[config.mk]
export PLATFORM = sky130hd
export DESIGN_NAME = uart_tx_arb
export DESIGN_NICKNAME = d
export VERILOG_FILES = /design/src/rtl/uart_tx_arb.sv
export SDC_FILE = /design/constraint.sdc
export NUM_CORES = 1
export LEC_CHECK = 0
export CORE_AREA = 2 2 74 76
export CTS_CLUSTER_SIZE = 20
export DETAILED_ROUTE_END_ITERATION = 16
export DIE_AREA = 0 0 76 78
export GPL_TIMING_DRIVEN = 1
export HOLD_SLACK_MARGIN = 0.12
export PLACE_DENSITY = 0.63
export SYNTH_ARGS = -nofsm -noshare
export SYNTH_HDL_FRONTEND = slang
export SYNTH_SLANG_ARGS = --single-unit
[constraint.sdc]
create_clock -name ref_clk -period 2.5 [get_ports ref_clk]
set_clock_uncertainty 0.15 [all_clocks]
set_input_delay 0.5 -clock ref_clk [delete_from_list [all_inputs] [get_ports ref_clk]]
set_output_delay 0.5 -clock ref_clk [all_outputs]
set_load 0.05 [all_outputs]
[src/rtl/uart_tx_arb.sv]
// ---------------------------------------------------------------------------
// uart_tx_arb
//
// Shares one uart_tx serializer between NREQ byte producers. Generates the
// serializer's bit_clk strobe, arbitrates pending requests, runs the
// send/done handshake (including the send-low release tick) and returns a
// one-cycle ack to the producer whose byte completed.
//
// Configuration macro:
//   UART_TX_ARB_PRIO_EN  defined   -> fixed priority, lowest set req wins.
//                        undefined -> round-robin starting at the rr pointer.
//   Handshake timing is identical in both builds.
//
// Ports:
//   ref_clk   in   1        system clock
//   reset     in   1        asynchronous active-high reset
//   req       in   NREQ     request level per producer, held until ack
//   req_data  in   NREQ*8   byte per producer, slot i = [8i+7:8i]
//   ack       out  NREQ     one-cycle pulse, byte of that requester sent
//   busy      out  1        a byte is granted and in flight
//   grant_id  out  3        index of the current/last winner
//   bit_clk   out  1        one-cycle strobe every DIV ref_clk cycles
//   tx_send   out  1        uart_tx send
//   tx_data   out  8        uart_tx data input
//   tx_done   in   1        uart_tx done
// ---------------------------------------------------------------------------
module uart_tx_arb #(
    parameter int NREQ = 4,
    parameter int DIV  = 434,
    parameter int DIVW = 9
) (
    input  logic              ref_clk,
    input  logic              reset,
    input  logic [NREQ-1:0]   req,
    input  logic [NREQ*8-1:0] req_data,
    output logic [NREQ-1:0]   ack,
    output logic              busy,
    output logic [2:0]        grant_id,
    output logic              bit_clk,
    output logic              tx_send,
    output logic [7:0]        tx_data,
    input  logic              tx_done
);

    typedef enum logic [1:0] {
        IDLE = 2'd0,
        SEND = 2'd1,
        REL  = 2'd2
    } state_t;

    state_t            state_q;
    logic [DIVW-1:0]   cnt_q;
    logic [DIVW-1:0]   cnt_d;
    logic              bit_clk_q;
    logic [NREQ-1:0]   ack_q;
    logic              busy_q;
    logic [2:0]        grant_id_q;
    logic              tx_send_q;
    logic [7:0]        tx_data_q;

    logic              win_found;
    logic [2:0]        win_idx;
    logic [7:0]        win_data;

    // -----------------------------------------------------------------------
    // Bit-period divider: free-running, independent of the FSM. The strobe
    // is registered from the wrap condition, so the first pulse lands DIV
    // cycles after reset release and then repeats every DIV cycles.
    // -----------------------------------------------------------------------
    always_comb begin
        cnt_d = (cnt_q == DIVW'(DIV - 1)) ? '0 : cnt_q + DIVW'(1);
    end

    // NOTE: sequential state is always written with non-blocking assignments
    // so every register samples pre-edge values regardless of block order.
    always_ff @(posedge ref_clk or posedge reset) begin
        if (reset) begin
            cnt_q     <= '0;
            bit_clk_q <= 1'b0;
        end else begin
            cnt_q     <= cnt_d;
            bit_clk_q <= (cnt_q == DIVW'(DIV - 1));
        end
    end

    // -----------------------------------------------------------------------
    // Winner selection (combinational, consumed only on IDLE ticks).
    // -----------------------------------------------------------------------
`ifdef UART_TX_ARB_PRIO_EN
    // Fixed priority: scanning downward leaves the lowest set index.
    always_comb begin
        // NOTE: every output of this block gets a default first, so no path
        // leaves a value unassigned and no latch is inferred.
        win_found = 1'b0;
        win_idx   = '0;
        win_data  = '0;
        for (int i = NREQ - 1; i >= 0; i--) begin
            if (req[i]) begin
                win_found = 1'b1;
                win_idx   = 3'(i);
                win_data  = req_data[8*i +: 8];
            end
        end
    end
`else
    logic [2:0] rr_q;
    logic       hi_found;
    logic [2:0] hi_idx;
    logic [7:0] hi_data;
    logic       lo_found;
    logic [2:0] lo_idx;
    logic [7:0] lo_data;

    // Round-robin without a variable-index rotate: take the lowest set index
    // at or above the pointer, else wrap to the lowest set index overall.
    always_comb begin
        // NOTE: every output of this block gets a default first, so no path
        // leaves a value unassigned and no latch is inferred.
        hi_found = 1'b0;
        hi_idx   = '0;
        hi_data  = '0;
        lo_found = 1'b0;
        lo_idx   = '0;
        lo_data  = '0;
        for (int i = NREQ - 1; i >= 0; i--) begin
            if (req[i]) begin
                lo_found = 1'b1;
                lo_idx   = 3'(i);
                lo_data  = req_data[8*i +: 8];
                if (3'(i) >= rr_q) begin
                    hi_found = 1'b1;
                    hi_idx   = 3'(i);
                    hi_data  = req_data[8*i +: 8];
                end
            end
        end
        win_found = lo_found;
        win_idx   = hi_found ? hi_idx  : lo_idx;
        win_data  = hi_found ? hi_data : lo_data;
    end
`endif

    // -----------------------------------------------------------------------
    // Handshake FSM. Everything advances only on bit_clk ticks, so tx_send
    // only changes on the edge closing a tick and tx_done is only looked at
    // in tick cycles. tx_done seen in IDLE or REL has no effect.
    // -----------------------------------------------------------------------
    always_ff @(posedge ref_clk or posedge reset) begin
        if (reset) begin
            state_q    <= IDLE;
            ack_q      <= '0;
            busy_q     <= 1'b0;
            grant_id_q <= '0;
            tx_send_q  <= 1'b0;
            tx_data_q  <= '0;
`ifndef UART_TX_ARB_PRIO_EN
            rr_q       <= '0;
`endif
        end else begin
            ack_q <= '0;
            if (bit_clk_q) begin
                case (state_q)
                    IDLE: begin
                        if (win_found) begin
                            grant_id_q <= win_idx;
                            tx_data_q  <= win_data;
                            busy_q     <= 1'b1;
                            tx_send_q  <= 1'b1;
                            state_q    <= SEND;
                        end
                    end
                    SEND: begin
                        if (tx_done) begin
                            tx_send_q <= 1'b0;
                            state_q   <= REL;
                        end
                    end
                    REL: begin
                        // Send has been low for one full tick; the
                        // serializer has released, so the byte is complete.
                        for (int i = 0; i < NREQ; i++) begin
                            ack_q[i] <= (grant_id_q == 3'(i));
                        end
                        busy_q  <= 1'b0;
`ifndef UART_TX_ARB_PRIO_EN
                        rr_q    <= (grant_id_q == 3'(NREQ - 1)) ? 3'd0
                                                                : grant_id_q + 3'd1;
`endif
                        state_q <= IDLE;
                    end
                    default: state_q <= IDLE;
                endcase
            end
        end
    end

    assign ack      = ack_q;
    assign busy     = busy_q;
    assign grant_id = grant_id_q;
    assign bit_clk  = bit_clk_q;
    assign tx_send  = tx_send_q;
    assign tx_data  = tx_data_q;

endmodule

==> out/summary.md <==
* **adder-cell share of the synthesized area** 3.80%
* **Hold-fix buffers, CTS** 0
* **share of cell area taken by muxes after synthesis** 2.28%
* **insertion delay to the later sink of the worst-skew pair** 0.28 ns
* **run status** finished clean
* **number of buffers created by CTS** 5
* **clock root buffer** clkbuf_8
* **final setup margin** 0.314 ns
* **initial core utilization** 39.1%
* **post-CTS setup-driven buffer insertion count** 0
* **count of cell types in the netlist** 40
* **simple-gate area share of the yosys netlist** 24.4%
* **post-DR vias/cell** 5.10
* **largest net degree at the start of global routing** 31
* **worst-path maximum fanout** 7
* **final std cells w/o fill** 371
* **delay of the slowest critical-path stage** 0.83 ns
* **first-pass GRT wire length** 8980 um
* **initial antenna violation count** 0
* **post-synthesis share of cell area spent on xor and xnor gates** 2.22%
* **leak pwr** 1.14 nW
* **maximum clock insertion buffer count** 2
* **final cycle utilization of the critical path** 87.4%
* **number of nets produced by synthesis** 283
* **clock-pin slew on the worst setup and hold paths** 0.06 ns
* **number of enable flip-flop cells after synthesis** 0
* **Seq. cell area** 751 um2
* **Global Route met1 Usage** 23.3%
* **post-synthesis async set-or-reset flop share** 100%
* **CP startpoint kind** flop
* **synth top area cells** dfrtp_1 38%, nand2_1 7.4%, o21ai_0 4.8%
* **count of clock tree sinks** 30
* **number of inserted filler cells in the final layout** 485
* **GPL Wtd Cong** 0.850
* **fraction of the yosys area taken by sequential cells** 38.0%
* **fraction of post-synthesis cell area in the top cell type by area** 38.0%
* **combined area of the multi-input logic cells** 0.00110 mm2
* **number of placed I/O pins** 57
* **y dimension of the die** 78 um
* **actual slew at the worst max-slew pin** 0.616 ns
* **dominant combinational cell family by area after synthesis** simple AND/OR/NAND/NOR gates
* **FMAX** 0.458 GHz
* **Yosys reg bits** 30
* **most used routing layer** met2
* **Hold WC Path Type** reg -> reg
* **setup repair after global routing missed its margin** false
* **top cells by instance count after synthesis** 39 x nand2_1, 30 x dfrtp_1, 19 x nor2_1, 19 x o21ai_0, 12 x nand3_1
* **max-cap violation count** 0
* **Port Buffer Count** 55
* **minimum clock period after layout** 2.19 ns
* **maximum VDD drop** 0.360 mV
* **area delta synth->final** 39.3%
* **DRT Pass-1 Iters** 4
* **post-layout net count** 345
* **Die Area** 0.00593 mm2
* **Buffers & Inverters on Critical Path** 1
* **area fraction in compound gates after synthesis** 23.0%
* **required time reported for the critical path endpoint** 1.85 ns
* **post-layout util** 54.5%
* **final slew viol count** 0
* **worst-path cell chain** clkdlybuf4s50_1
* **TritonCTS clock tree** yes
* **critical setup path kind** reg -> out
* **Worst path top cell family by delay** buffers and inverters
* **cell count after synthesis** 238
* **HPWL reported at the end of detailed placement** 3910 um
* **number of remaining DRC errors** 0
* **Critical Path End Type** output pin
* **total number of H-tree levels** 2
* **count of antenna-violating nets left after detailed routing** 0
* **combined area of all synthesized cells** 0.00197 mm2
* **GRT met3 Usage** 3.84%
* **met2 demand-to-capacity share in global routing** 34.3%
* **Core Footprint** 0.00504 mm2
* **Pwr per Cell Area** 420 mW/mm2
* **total congestion overflow** 0
* **number of cells in the design after placement** 363
* **total negative slack for setup checks** 0 ns
* **Routed WL** 5270 um
* **DIE WIDTH** 76 um
* **average cell area after synthesis** 8.29 um2
* **yosys warns** 0
* **# diodes** 0
* **total count of hold-check failures in the final report** 0
* **headroom to the max-slew limit** 58.8%
* **Placement Rows** 26
* **Placement Setup Slack** 0.101 ns
* **data arrival time at the worst-slack endpoint** 1.54 ns
* **share of final-layout standard cells stronger than drive strength 1** 10.6%
* **detailed-route via count** 1,892
* **dominant cell type by area after synthesis** dfrtp_1
* **via count of the first global-routing pass** 1,866
* **dominant synthesized flop cell** dfrtp_1
* **setup-violating endpoint count in the final report** 0
* **most used standard cell by instance count after synthesis** nand2_1
* **worst hold slack after final layout** 0.330 ns
* **number of cells upsized or downsized after cts** 0
* **library cell contributing the largest single delay on the critical path** clkdlybuf4s50_1
* **GRT Total Usage** 18.9%
* **number of design-rule violations left by the first detailed-router iteration** 118
* **routed wire length per instance** 14.2 um
==> layer usage <==
metal,vias up,wire length [um]
li1,967,-
met1,875,2320
met2,46,2660
met3,4,269
met4,0,27
met5,-,0
==> registers in the layout, indices dropped and copies added (netlist names) <==
| signal | cells |
|---|---|
| tx_send | 1 |
| rr_q | 2 |
| bit_clk | 1 |
| cnt_q | 9 |
| grant_id | 2 |
| ack | 4 |
| tx_data | 8 |
| state_q | 2 |
| busy | 1 |
==> layout make-up <==
| cell class | instances | share of cell area, % |
|---|---|---|
| multi-input cells | 183 | 40.1 |
| flip-flops and latches | 30 | 27.3 |
| repair buffers | 70 | 24.1 |
| well taps | 70 | 3.19 |
| clock buffers | 5 | 2.50 |
| clock inverters | 3 | 1.46 |
| inverters | 10 | 1.37 |
==> cells by family (layout without fill, tap and decap cells) <==
| kind of cell | count (synthesis) | after routing |
|---|---|---|
| xor gates and xnor gates | 5 | 5 |
| and+or+nand+nor | 99 | 99 |
| adders and majority gates | 6 | 6 |
| DFF | 30 | 30 |
| buffers and inverters | 25 | 88 |
| muxes | 4 | 4 |
| AOI/OAI and AO/OA | 68 | 68 |
| other | 1 | 1 |
==> layout by cell type, fill, tap and decap left out, types with 2 or more instances in the layout <==
master            n
or3_1             3
and4_1            2
a21oi_1           8
nand2_1          39
o32a_1            3
nand3_1          12
inv_1            10
o22ai_1           3
buf_4            15
o22a_1            5
mux2_2            4
a211oi_1          4
nor2_1           19
dfrtp_1          30
o21ai_0          19
and2_1            5
clkdlybuf4s50_1  55
a31oi_1           7
a2bb2oi_1         5
clkbuf_8          5
nand2b_1         10
xnor2_1           3
o211ai_1         10
clkinv_2          2
xor2_1            2
ha_1              6
==> power by group <==
group | internal [W] | total, W | switching (W) | leakage [nW]
registers | 0.000485 | 0.000485 | 0 | 0.394
clock network | 0.000293 | 0.000476 | 0.000183 | 0.0579
logic | 0.000103 | 0.000192 | 0.0000889 | 0.691
total | 0.000881 | 0.00115 | 0.000272 | 1.14
==> worst reg2reg max path: stages (launching register included) <==
cell and delay (ns):
dfrtp_1 0.40, nand2_2 0.08, and2_1 0.20, or3_1 0.49, a211oi_1 0.24, o32a_1 0.19
==> path summary, 6_finish.rpt <==
| path | cells past startpoint | slack (ns) | startpoint | end |
|---|---|---|---|---|
| worst max register to register | 5 | 0.67 | rr_q[0]$_DFFE_PP0P_ | tx_data[0]$_DFFE_PP0P_ |
| max in group asynchronous | 3 | 1.46 | reset | tx_send$_DFFE_PP0P_ |
| worst min-delay path | 1 | 0.33 | cnt_q[8]$_DFF_PP0_ | cnt_q[8]$_DFF_PP0_ |
| worst max-delay path | 1 | 0.31 | bit_clk$_DFF_PP0_ | bit_clk |
| worst min register to register | 1 | 0.33 | cnt_q[8]$_DFF_PP0_ | cnt_q[8]$_DFF_PP0_ |
| min in group asynchronous | 3 | 0.45 | reset | ack[1]$_DFF_PP0_ |
==> through the flow <==
step           power [W]  area (um2)
2_1_floorplan   0.000586        1970
3_3_place_gp    0.000687        2640
3_5_place_dp    0.000685        2640
4_1_cts          0.00117        2750
5_1_grt          0.00121        2750
6_report         0.00115        2750
Power figures use the tool's default switching activity.
